==> src/rtl/s2p_receiver.sv <==
// Serial-to-parallel receiver: assembles DATA_BITS strobed serial bits into a word
// and hands it to the consumer with a valid/acknowledge handshake.
module s2p_receiver #(
    parameter int unsigned DATA_BITS       = 16,
    parameter int unsigned DATA_COUNT_BITS = 4,
    parameter int unsigned DIR             = 0,
    parameter int unsigned TIMEOUT         = 255
) (
    input  logic                 clk,
    input  logic                 rst,
    input  logic                 sin,
    input  logic                 s_valid,
    input  logic                 s_clrn,
    input  logic                 RdAck,
    output logic [DATA_BITS-1:0] PData,
    output logic                 DValid,
    output logic                 Done,
    output logic                 Busy,
    output logic                 Overrun,
    output logic                 Timeout
);

    typedef enum logic {
        IDLE = 1'b0,
        RECV = 1'b1
    } state_t;

    // The counter never holds DATA_BITS itself: the final strobe completes and clears it.
    localparam logic [DATA_COUNT_BITS-1:0] CNT_LAST = DATA_COUNT_BITS'(DATA_BITS - 1);
    localparam logic [7:0]                 GAP_LAST = 8'(TIMEOUT - 1);

    state_t                     state_q, state_d;
    logic [DATA_BITS-1:0]       shreg_q, shreg_d;
    logic [DATA_BITS-1:0]       pdata_q, pdata_d;
    logic [DATA_COUNT_BITS-1:0] cnt_q, cnt_d;
    logic [7:0]                 gap_q, gap_d;
    logic                       dvalid_q, dvalid_d;
    logic                       done_q, done_d;
    logic                       overrun_q, overrun_d;
    logic                       timeout_q, timeout_d;

    logic [DATA_BITS-1:0]       shift_in;
    logic                       clr;
    logic                       take;
    logic                       complete;
    logic                       abort;

    generate
        if (DATA_BITS == 1) begin : g_single
            assign shift_in = sin;
        end else if (DIR == 0) begin : g_msb_first
            assign shift_in = {shreg_q[DATA_BITS-2:0], sin};
        end else begin : g_lsb_first
            assign shift_in = {sin, shreg_q[DATA_BITS-1:1]};
        end
    endgenerate

    // Event decode; cnt_q is always zero in IDLE, so one compare serves both states.
    always_comb begin
        clr      = ~s_clrn;
        take     = s_clrn & s_valid;
        complete = take & (cnt_q == CNT_LAST);
        abort    = s_clrn & ~s_valid & (state_q == RECV) & (gap_q == GAP_LAST);
    end

    always_ff @(posedge clk or negedge rst) begin
        if (!rst) begin
            state_q <= IDLE;
        end else begin
            state_q <= state_d;
        end
    end

    always_comb begin
        state_d = state_q;
        case (state_q)
            IDLE: begin
                if (take && !complete) begin
                    state_d = RECV;
                end
            end
            RECV: begin
                if (clr || complete || abort) begin
                    state_d = IDLE;
                end
            end
            default: state_d = IDLE;
        endcase
    end

    always_comb begin
        shreg_d   = shreg_q;
        cnt_d     = cnt_q;
        gap_d     = gap_q;
        pdata_d   = pdata_q;
        dvalid_d  = dvalid_q;
        overrun_d = overrun_q;
        done_d    = complete;
        timeout_d = abort;

        if (clr) begin
            shreg_d = '0;
            cnt_d   = '0;
            gap_d   = '0;
        end else if (take) begin
            shreg_d = shift_in;
            gap_d   = '0;
            cnt_d   = complete ? '0 : cnt_q + 1'b1;
        end else if (abort) begin
            cnt_d = '0;
            gap_d = '0;
        end else if (state_q == RECV) begin
            gap_d = gap_q + 8'd1;
        end

        // A same-cycle acknowledge consumes the old word, so it is not an overrun.
        if (complete) begin
            pdata_d  = shift_in;
            dvalid_d = 1'b1;
            if (dvalid_q && !RdAck) begin
                overrun_d = 1'b1;
            end
        end else if (RdAck) begin
            dvalid_d = 1'b0;
        end
    end

    always_ff @(posedge clk or negedge rst) begin
        if (!rst) begin
            shreg_q   <= '0;
            pdata_q   <= '0;
            cnt_q     <= '0;
            gap_q     <= '0;
            dvalid_q  <= 1'b0;
            done_q    <= 1'b0;
            overrun_q <= 1'b0;
            timeout_q <= 1'b0;
        end else begin
            shreg_q   <= shreg_d;
            pdata_q   <= pdata_d;
            cnt_q     <= cnt_d;
            gap_q     <= gap_d;
            dvalid_q  <= dvalid_d;
            done_q    <= done_d;
            overrun_q <= overrun_d;
            timeout_q <= timeout_d;
        end
    end

    always_comb begin
        PData   = pdata_q;
        DValid  = dvalid_q;
        Done    = done_q;
        Busy    = (state_q == RECV);
        Overrun = overrun_q;
        Timeout = timeout_q;
    end

endmodule

==> config.mk <==
export PLATFORM = sky130hd
export DESIGN_NAME = s2p_receiver
export DESIGN_NICKNAME = d
export VERILOG_FILES = /design/src/rtl/s2p_receiver.sv
export SDC_FILE = /design/constraint.sdc
export NUM_CORES = 1
export LEC_CHECK = 0
export ABC_AREA = 0
export CAP_MARGIN = 20
export CORE_MARGIN = 3
export CORE_UTILIZATION = 54
export CTS_CLUSTER_SIZE = 25
export DETAILED_ROUTE_END_ITERATION = 8
export PLACE_DENSITY = 0.78
export SLEW_MARGIN = 0
export SYNTH_ARGS = -nofsm -noshare
export SYNTH_HDL_FRONTEND = slang
export SYNTH_SLANG_ARGS = --single-unit
==> constraint.sdc <==
create_clock -name clk -period 2.2 [get_ports clk]
set_input_delay 0.44 -clock clk [delete_from_list [all_inputs] [get_ports clk]]
set_output_delay 0.44 -clock clk [all_outputs]
set_load 0.005 [all_outputs]
Word level (Yosys, flattened, before mapping). Cells that the tools add are included. W data, S select, Z words.

Output and inout bits: 21. Input port bits: 6. Register bits after elaboration: 48.

Bitwise operators: 8. Reduce and logical (&&, ||, !) cells: 8. Mux-type cells: 15. Add/subtract/negate cells: 2. Equality and inequality tests: 5.

Operators with widths (count): $mux W8 (4); $mux W15 (2); $mux W4 (4); $add A8 B1 Y8 const B (1); $eq A8 B8 Y1 const B (1); $and A1 B1 Y1 (5); $add A4 B1 Y4 const B (1); $eq A4 B4 Y1 const B (1); $mux W1 (4); $ne A4 B1 Y1 const B (1); $ne A3 B1 Y1 const B (1); $not A1 Y1 (3); $logic_and A1 B1 Y1 (2); $logic_not A1 Y1 (2); $logic_or A1 B1 Y1 (2); $ne A2 B1 Y1 const B (1); $pmux W1 S2 (1); $reduce_and A2 Y1 (1); $reduce_bool A2 Y1 (1).

Longest topological paths before layout. Gate-level depths: netlist of run 1.

Word-level depth: 7. Depth in mapped cells: 6. Depth with buffers taken out: 6.

Least setup slack after synthesis of run 1. No wires, ideal clock.

Kind: flip-flop to flip-flop. From: register cnt_q[0]. To: register pdata_q[10] (netlist: PData[10]). Path slack: 680 ps. Path buffers: 1. Cell stages (with the launch flop): 6. Data arrival time: 1392 ps. Clock period less this slack: 1520 ps. Library setup time: 127 ps. Cell sequence: dfrtp_1 ha_1 nand3_2 nor2_8 buf_6 mux2_1.

Cells in the longest elaborated chain, start to end: 2.

Ends and longest elaborated chain: start: declaration (RTL line 35) `logic [DATA_COUNT_BITS-1:0] cnt_q, cnt_d;`; start signal: assignment (RTL line 141) `cnt_q <= cnt_d;`; $eq A4 B4 Y1 (RTL line 62) `complete = take & (cnt_q == CNT_LAST);`; $and A1 B1 Y1 (RTL line 62); named net complete (RTL line 45) `logic complete;`; end signal: assignment (RTL line 140) `pdata_q <= pdata_d;`; end: declaration (RTL line 34) `logic [DATA_BITS-1:0] pdata_q, pdata_d;`.

The timed path passes the listed nets, and every way through them passes these cells. A chain may end at the register's enable or synchronous reset.

Worst setup path in the final report of run 1.
From: register state_q (netlist: Busy). To: output port Busy.

RTL lines: start: declaration (RTL line 32) `state_t state_q, state_d;`; start signal: assignment (RTL line 70) `state_q <= state_d;`; end: declaration (RTL line 18) `output logic Busy,`.

No word-level cell between the ends.

==> qor.yml, run 1 <==
cts:
  ctsRootBufferMaster: "clkbuf_8"
  htreeDepth: 2
  cts_buffer_depth: 2
  clkSlewWorstSetupHoldPaths_ps: 80
  worstSkewPairLatency_ps: 300
  cts_tree: "built"
  cts_sinks: 48
  cts_hold_buf: 0
  ctsResizeCount: 0
  numCtsBuffers: 5
  cts_setup_buffers: 0
place:
  place.port_buffers: 26
  gp_congestion: 0.734
  post-place-ws_ps: 147
  dp_hpwl_mm: 2.65
  place_inst: 234
logic_synthesis:
  synth_area_leaders: "dfrtp_1 (58%), mux2i_1 (7.2%), mux2_1 (6.5%), nor2b_1 (4.8%), mux2_2 (2.2%)"
  async_flop_share: 1.00
  syn-cell-area_sq_mm: 0.00208
  synth_most_common_cell: "dfrtp_1"
  syn_nets: 171
  synth.top_cells.by_count: "dfrtp_1 (48), nor2b_1 (16), mux2i_1 (15)"
  yosys.area.top_type: "dfrtp_1"
  yosysSeqAreaShare: 0.577
  ys.warnings.count: 0
  synthCells: 162
  synth_edf_count: 0
  syn_area_per_cell_sq_um: 12.9
  synth_seq_cells: 48
  ys_types: 35
  yosysTopAreaCellShare: 0.577
  dominantRegCellSynth: "dfrtp_1"
route:
  ant_nets: 0
  routed_wl_mm: 3.68
  vias: 1326
  drt_iter0_drc: 61
  wl_per_cell_um: 15.2
  drc: 0
  via_per_inst: 5.48
  firstDrtPassIters: 4
global_route:
  grt_start_max_net_pins: 30
  grt.total_usage: 0.192
  grt_pass1_wl_mm: 6.53
  antenna_found_initial: 0
  grt_pass1_vias: 1400
  grt_remaining_overflow: 0
final_layout:
  fillers: 267
  layout.cells.non_filler: 242
  area_delta_synth_final_pct: 19.6
  multiInputGateArea_sq_um: 830
  seqCellArea_sq_mm: 0.00120
  antennaDiodeCount: 0
  final_core_util: 0.707
  nNetsFinal: 204
  drive_gt1_frac: 0.107
sta:
  relSlewSlack: 0.584
  tightest_slew_ps: 624
  fin_tns_setup_ps: 0
  period_share: 0.831
  final.setup.worst_slack_ps: 372
  fin_crit_ps: 1830
  hold_violations: 0
  max_freq_ghz: 0.547
  finalSetupViolations: 0
  fin_worst_skew_ps: 4.34
  rsz0062_at_grt: "false"
  final-max-slew-violation-count: 0
pwr:
  power_leakage_nw: 1.21
  p_per_area_mw_per_mm2: 611
  p_total_mw: 1.52
  ir_worst_vdd_mv: 0.497
floorplan:
  initial_utilization: 0.591
  dieArea_sq_mm: 0.00464
  row_count: 21
  die-width_um: 68.1
  io_pins: 27
  core_sq_mm: 0.00352
  die_h_um: 68.1
critical_path:
  max_stage_delay_ps: 560
  path_buf_inv: 1
  path_class: "flip-flop to output port"
  cp-start-kind: "flip-flop"
  path_max_fanout: 9
  cp_cell_sequence: "clkdlybuf4s50_1"
  end_kind: "output port"
  cp.required_ps: 1760
  slowest_stage: "clkdlybuf4s50_1"
  cp_data_arrival_time_ps: 1390
  crit_family: "buffers and inverters"
run_status:
  status: "completed"
min_path:
  hold_class: "primary input to async pin"
run:
  cap_violations: 0
-- registers in the layout, summed over array words and instances, names as in the netlist --
name     cells
PData       16
shreg_q     15
gap_q        8
cnt_q        4
Busy         1
DValid       1
Done         1
Overrun      1
Timeout      1
-- cell type report --
class	count	share of cell area
repair buffers	32	0.121
multi-input cells	106	0.333
well taps	46	0.0231
flip-flops and latches	48	0.482
clock buffers	7	0.0347
clock inverters	1	0.00302
inverters	2	0.00302
-- where the power goes --
group | switching, mW | internal, mW
registers | 0.0105 | 0.889
clock network | 0.280 | 0.255
logic | 0.0483 | 0.0381
total | 0.339 | 1.18
-- cells by family after synthesis --
kind of cell               synth area share
AOI/OAI and AO/OA                    0.0529
xor gates and xnor gates             0.0210
adders and majority gates            0.0180
buffers and inverters                0.0246
DFF                                   0.577
muxes                                 0.159
and+or+nand+nor                       0.148
-- layer usage --
layer / GRT usage / share of wire / vias up
met5: 0 / 0 / -
met4: 0.0521 / 0.011 / 0
met3: 0.0591 / 0.036 / 5
met2: 0.319 / 0.50 / 21
met1: 0.242 / 0.45 / 679
li1: - / - / 621
-- final timing paths --
check,startpoint,to,slack [ps],cells after the start
min in group clk,Overrun,Overrun,470,1
worst max register to register,cnt_q[0],PData[7],530,4
max in group asynchronous,rst,shreg_q[0],1460,2
worst min-delay path,rst,gap_q[5],150,1
worst min register to register,Overrun,Overrun,470,1
worst max-delay path,Busy,Busy,370,1
-- placed cells by master (no fill, tap or decap), drive strengths merged --
cell type,instances
a21oi,3
clkdlybuf4s50,25
a22o,2
a31o,1
o22ai,2
mux2,16
nor4b,1
xor2,4
ha,3
o21ai,5
clkinvlp,1
nor2,10
clkbuf,7
nand2,10
and2,1
dfrtp,48
buf,7
mux2i,15
nand3b,1
inv,2
a21boi,1
nand2b,1
nand4,3
a21o,2
xnor2,1
or3b,1
a311oi,1
nand3,3
nor2b,16
or2b,1
and4,2
-- through the flow --
| stage | hold WS, ps | instance area [sq um] |
|---|---|---|
| final | 146 | 2490 |
| after CTS | 172 | 2490 |
| after detailed placement | 456 | 2400 |
| after floorplan | 144 | 2080 |
| after global placement | 452 | 2400 |
| after global routing | 183 | 2490 |
(Power assumes the default switching activity.)
==> inputs of run 2 (changes only) <==
==> constraint.sdc (replaced) <==
create_clock -name clk -period 1.75 [get_ports clk]
set_input_delay 0.35 -clock clk [delete_from_list [all_inputs] [get_ports clk]]
set_output_delay 0.35 -clock clk [all_outputs]
set_load 0.005 [all_outputs]
==> qor.yml, run 2 (synthesis gave the netlist of run 1 again) <==
global_route:
  grt.total_usage: 0.187  # -0.00507
  grt_start_max_net_pins: 29  # -3.3%
  antenna_found_initial: 0  # unchanged
  grt_pass1_wl_mm: 6.36  # -2.6%
  grt_pass1_vias: 1406  # +0.43%
  grt_remaining_overflow: 0  # unchanged
final_layout:
  final_core_util: 0.724  # +0.0163
  nNetsFinal: 206  # +0.98%
  fillers: 260  # -2.6%
  drive_gt1_frac: 0.126  # +0.0191
  final_cell_mix: "dfrtp_1 (47), clkdlybuf4s50_1 (25), nor2b_1 (16), mux2i_1 (15), mux2_1 (12)"
  antennaDiodeCount: 0  # unchanged
  final_common_cell: "dfrtp_1"
  area_delta_synth_final_pct: 22.4
  largest_reg_flops: 16  # unchanged
cts:
  cts_buffer_depth: 2  # unchanged
  cts_sinks: 48  # unchanged
  worstSkewPairLatency_ps: 300  # about the same
  cts_setup_buffers: 0  # unchanged
  cts_hold_buf: 0  # unchanged
  numCtsBuffers: 5  # unchanged
  cts_tree: "built"
  ctsResizeCount: 0  # unchanged
  htreeDepth: 2  # unchanged
  ctsRootBufferMaster: "clkbuf_8"
  clkSlewWorstSetupHoldPaths_ps: 90  # about the same
critical_path:
  max_stage_delay_ps: 440  # -120 ps
  cp_cell_sequence: "ha_1 > nand3_2 > nor2_8 > buf_12 > mux2_2"
  end_kind: "flip-flop"
  r2r_end: "PData[5]"
  cp.required_ps: 1930  # +170 ps
  timing.rr.start: "cnt_q[0]"
  cp-start-kind: "flip-flop"
  path_class: "flip-flop to flip-flop"
  cp_data_arrival_time_ps: 1820  # +430 ps
  path_max_fanout: 10  # +1
  rrSetupSlack_ps: 110  # -420 ps
  reg2reg_depth: 5  # +1
  slowest_stage: "dfrtp_1"
place:
  post-place-ws_ps: -81.5  # -229 ps
  gp_congestion: 0.737  # +0.37%
  place.port_buffers: 26  # unchanged
  dp_hpwl_mm: 2.73  # +2.8%
sta:
  fin_crit_ps: 1640
  relSlewSlack: 0.677  # +0.0929
  tightest_slew_ps: 485  # -139 ps
  fin_worst_skew_ps: 11.1  # +6.72 ps
  final.setup.worst_slack_ps: 114  # -257 ps
  hold_violations: 5  # +5
  max_freq_ghz: 0.611
  rsz0062_at_grt: "false"
  finalSetupViolations: 0  # unchanged
  final-max-slew-violation-count: 0  # unchanged
  fin_tns_setup_ps: 0  # unchanged
  period_share: 0.935
  holdWs_ps: -4.11  # -150 ps
run_status:
  status: "finished with violations"
  violations: "hold timing"
route:
  routed_wl_mm: 3.69  # +0.24%
  drc: 0  # unchanged
  vias: 1334  # +0.60%
  drt_iter0_drc: 80  # +31%
  firstDrtPassIters: 4  # unchanged
  wl_per_cell_um: 15.1  # -0.58%
  ant_nets: 0  # unchanged
  via_per_inst: 5.47  # -0.22%
floorplan:
  die-width_um: 68.1  # unchanged
  dieArea_sq_mm: 0.00464  # unchanged
  core_sq_mm: 0.00352  # unchanged
  row_count: 21  # unchanged
  io_pins: 27  # unchanged
  die_h_um: 68.1  # unchanged
  initial_utilization: 0.591  # unchanged
pwr:
  p_total_mw: 1.93  # +27%
  p_per_area_mw_per_mm2: 758  # +24%
  power_leakage_nw: 1.23  # +1.5%
  ir_worst_vdd_mv: 0.685  # +38%
run:
  cap_violations: 0  # unchanged
min_path:
  hold_class: "primary input to async pin"
==> run 2: changes by cell type in the layout (fill, tap and decap cells not counted), sizes merged <==
cell | before | now
buf | 7 | 9
clkbuf | 7 | 6
clkinvlp | 1 | 2
==> run 2: routing by layer <==
metal	share of wire	up-vias	routed length (um)	global-route usage
met5	0	-	0	0
met4	0.010	0	38	0.0794
met3	0.041	5	152	0.0427
met2	0.53	32	1940	0.323
met1	0.42	670	1560	0.222
li1	-	627	-	-
==> run 2: worst max path at each step <==
stage	startpoint	to	slack (ps)
2_1_floorplan	cnt_q[0]	PData[10]	230
3_3_place_gp	s_valid	gap_q[7]	-40
3_5_place_dp	s_valid	gap_q[7]	-80
4_1_cts	Busy	Busy	60
5_1_grt	cnt_q[0]	PData[5]	50
6_report	cnt_q[0]	PData[5]	110
==> run 2: area by class of cell <==
cell class                 count  area, sq um  area share
tap                           46         57.6      0.0226
timing repair buffer          34          353       0.139
inverter                       2         7.51     0.00295
multi-input combinational    106          830       0.326
clock buffer                   6         82.6      0.0324
clock inverter                 2         15.0     0.00589
sequential                    48         1200       0.472
==> run 2: power breakdown <==
part           internal (mW)  switching [mW]  total, mW
Combinational         0.0510          0.0611      0.112
Sequential              1.12          0.0122       1.13
Clock                  0.320           0.368      0.688
==> run 2: per-stage QoR <==
step / std cells / area, sq um / hold WS [ps]
global route: 244 / 2550 / 18.8
global placement: 236 / 2450 / 328
detailed placement: 236 / 2450 / 340
finish: 244 / 2550 / -4.11
floorplan: 162 / 2080 / 54.4
CTS: 244 / 2550 / 14.3
==> run 2: critical path: cells and delay by family, from the launching register on <==
| kind | cells | cell delay (ps) |
|---|---|---|
| flip-flops | 1 | 440 |
| multiplexers | 1 | 340 |
| AND/OR/NAND/NOR | 2 | 340 |
| adder cells (fa/ha/maj) | 1 | 270 |
| buffers and inverters | 1 | 140 |
==> inputs of run 3 (changes only) <==
--- a/config.mk
+++ b/config.mk
@@ -12,7 +12,7 @@
 export CTS_CLUSTER_SIZE = 25
 export DETAILED_ROUTE_END_ITERATION = 8
 export PLACE_DENSITY = 0.78
-export SLEW_MARGIN = 0
+export SLEW_MARGIN = 10
 export SYNTH_ARGS = -nofsm -noshare
 export SYNTH_HDL_FRONTEND = slang
 export SYNTH_SLANG_ARGS = --single-unit
==> results of run 3 <==
Same layout as run 2: the final DEF is identical, and so are final timing and power.
==> RTL change, RTL diff (settings of run 3) <==
Set the parameter `DATA_COUNT_BITS` to 3 (it was 4).
--- a/src/rtl/s2p_receiver.sv
+++ b/src/rtl/s2p_receiver.sv
@@ -2,7 +2,7 @@
 // and hands it to the consumer with a valid/acknowledge handshake.
 module s2p_receiver #(
     parameter int unsigned DATA_BITS       = 16,
-    parameter int unsigned DATA_COUNT_BITS = 4,
+    parameter int unsigned DATA_COUNT_BITS = 3,
     parameter int unsigned DIR             = 0,
     parameter int unsigned TIMEOUT         = 255
 ) (
Function: changed (a bounded check fails within 10 cycles, from zero or initial values and one cycle with rst low).
==> RTL change against run 3 <==
- total power is 5.8% higher
- final area is 0.74% lower
- area after synthesis is 2.1% lower
- global-route usage is 1.2 points higher
- wire length is 3.1% higher
- maximum frequency is 1.7% higher
- sequential cell count is 1 lower
- worst setup slack better by 0.028 ns
- critical endpoint is now cnt_q[0]$_DFFE_PN0P_
==> RTL change: results (changes against run 3) <==
| Metric | Value |
|---|---|
| Status | completed (was finished with violations) |
| Tot GR Track Use | 19.88% (was 18.66%) |
| Post-CTS setup buffer count | 0 (unchanged) |
| First-pass GRT wire length | 6651 µm (was 6361 µm) |
| Port Buffer Count | 26 (unchanged) |
| 1st-pass router iterations | 4 (unchanged) |
| Syn Nets | 169 (was 171) |
| Synth Warn # | 0 (unchanged) |
| HP Class | primary input to asynchronous set/reset pin (unchanged) |
| Max FFs per register | 16 (unchanged) |
| Wirelength per Cell | 15.66 µm (was 15.12 µm) |
| # fillers | 253 (was 260) |
| Async set-reset flop share out of synthesis | 100.0% (unchanged) |
| DP HPWL | 2580 µm (was 2725 µm) |
| CTS resizes | 0 (unchanged) |
| Sequential area share after synthesis | 57.70% (was 57.69%) |
| Largest net degree at the start of global routing | 48 (was 29) |
| Slew of the pin with the lowest slew margin | 0.5609 ns (was 0.4847 ns) |
| TritonCTS buffer count | 5 (unchanged) |
| H-tree depth | 2 (unchanged) |
| Vias per cell | 5.494 (was 5.467) |
| Initial antenna violation count | 0 (unchanged) |
| Synth area leaders | dfrtp_1 (58%), mux2_2 (9.4%), mux2i_1 (7.4%) (was dfrtp_1 (58%), mux2i_1 (7.2%), mux2_1 (6.5%)) |
| Clk Latency, worst-skew pair | 0.30 ns (about the same) |
| Vias in the first global route | 1,449 (was 1,406) |
| CP arrival | 1.80 ns (was 1.82 ns) |
| Reg clk slew, reported paths | 0.09 ns (about the same) |
| Root Buffer | clkbuf_8 (unchanged) |
| N_diodes | 0 (unchanged) |
| Cell variety after synth | 36 (was 35) |
| Leak | 1.184 nW (was 1.226 nW) |
| Worst vdd ir | 608.6 µV (was 685.4 µV) |
| Clock skew | 0.003431 ns (was 0.01106 ns) |
| WL final | 3805 µm (was 3690 µm) |
| Global placement routability congestion | 0.7744 (was 0.7367) |
| # nets final | 206 (unchanged) |
| Site Rows | 21 (unchanged) |
| Top FF cell, synth | dfrtp_1 (unchanged) |
| Top cells by count, synth | dfrtp_1 (47), mux2_2 (17), nor2b_1 (16) (was dfrtp_1 (48), nor2b_1 (16), mux2i_1 (15)) |
| Placed insts | 235 (was 236) |
| Crit path max fanout | 7 (was 10) |
| Syn Area/Cell | 12.82 µm² (was 12.85 µm²) |
| Clock Tree Buf Depth | 2 (unchanged) |
| Number of DRC markers in iteration 0 | 74 (was 80) |
| Layout cells sized above 1 | 20.30% (was 12.63%) |
## RTL change: cell count changes after synthesis, sizes merged, moves of 3 or more
cell / change
nor2: -9
o21ai: -3
xor2: -4
a31oi: +3
## RTL change: layer usage
metal	wire length (µm)	global-route usage, %
met5	0	0
met4	29	10.13
met3	207	4.160
met2	1887	31.17
met1	1680	26.09
## RTL change: area by class of cell
| cell class | count | area (µm²) | share of cell area [%] |
|---|---|---|---|
| Tap cell | 46 | 57.56 | 2.276 |
| Multi-Input combinational cell | 102 | 815.8 | 32.26 |
| Sequential cell | 47 | 1176 | 46.51 |
| Clock buffer | 6 | 82.58 | 3.266 |
| Inverter | 4 | 15.01 | 0.5938 |
| Timing Repair Buffer | 36 | 342.8 | 13.56 |
| Clock inverter | 2 | 38.79 | 1.534 |
## RTL change: per-stage QoR
stage                     worst slack [ns]  utilization [%]  cell area [µm²]
after floorplan                     0.1348                -             2038
after CTS                           0.1587            72.36             2529
after detailed placement          -0.01510            68.89             2407
final                               0.1420            72.36             2529
after global placement             0.03914            68.89             2407
after global routing               0.01641            72.36             2529
## RTL change: final timing paths
check,slack [ns],depth (start not counted),from,to
max,0.14,5,gap_q[0]$_DFFE_PN0P_,cnt_q[0]$_DFFE_PN0P_
min,0.12,2,rst,gap_q[7]$_DFFE_PN0P_
max reg2reg,0.14,5,gap_q[0]$_DFFE_PN0P_,cnt_q[0]$_DFFE_PN0P_
min reg2reg,0.49,1,Overrun$_DFFE_PN0P_,Overrun$_DFFE_PN0P_
max in group asynchronous,1.25,2,rst,Busy$_DFF_PN0_
min in group clk,0.49,1,Overrun$_DFFE_PN0P_,Overrun$_DFFE_PN0P_
## RTL change: cell families after synthesis
logic type	Yosys count	share of synthesized area [%]
flip-flops	47	57.70
AND/OR/NAND/NOR	44	13.26
multiplexers	32	16.76
AO/OA/AOI/OAI	22	7.550
buffers and inverters	10	2.271
adder cells (fa/ha/maj)	4	2.456
## RTL change: critical path: stages, from the launching register on
cell and delay (ns):
dfrtp_1 0.42, inv_1 0.09, ha_1 0.17, nand2_1 0.18, o31a_2 0.37, mux2_2 0.27
## RTL change: where the power goes
group	internal, mW	total (mW)	switching [mW]	leakage, nW
clock	0.470	0.831	0.362	0.0618
sequential	1.09	1.10	0.00794	0.653
combinational	0.0505	0.109	0.0584	0.470
total	1.61	2.04	0.428	1.18
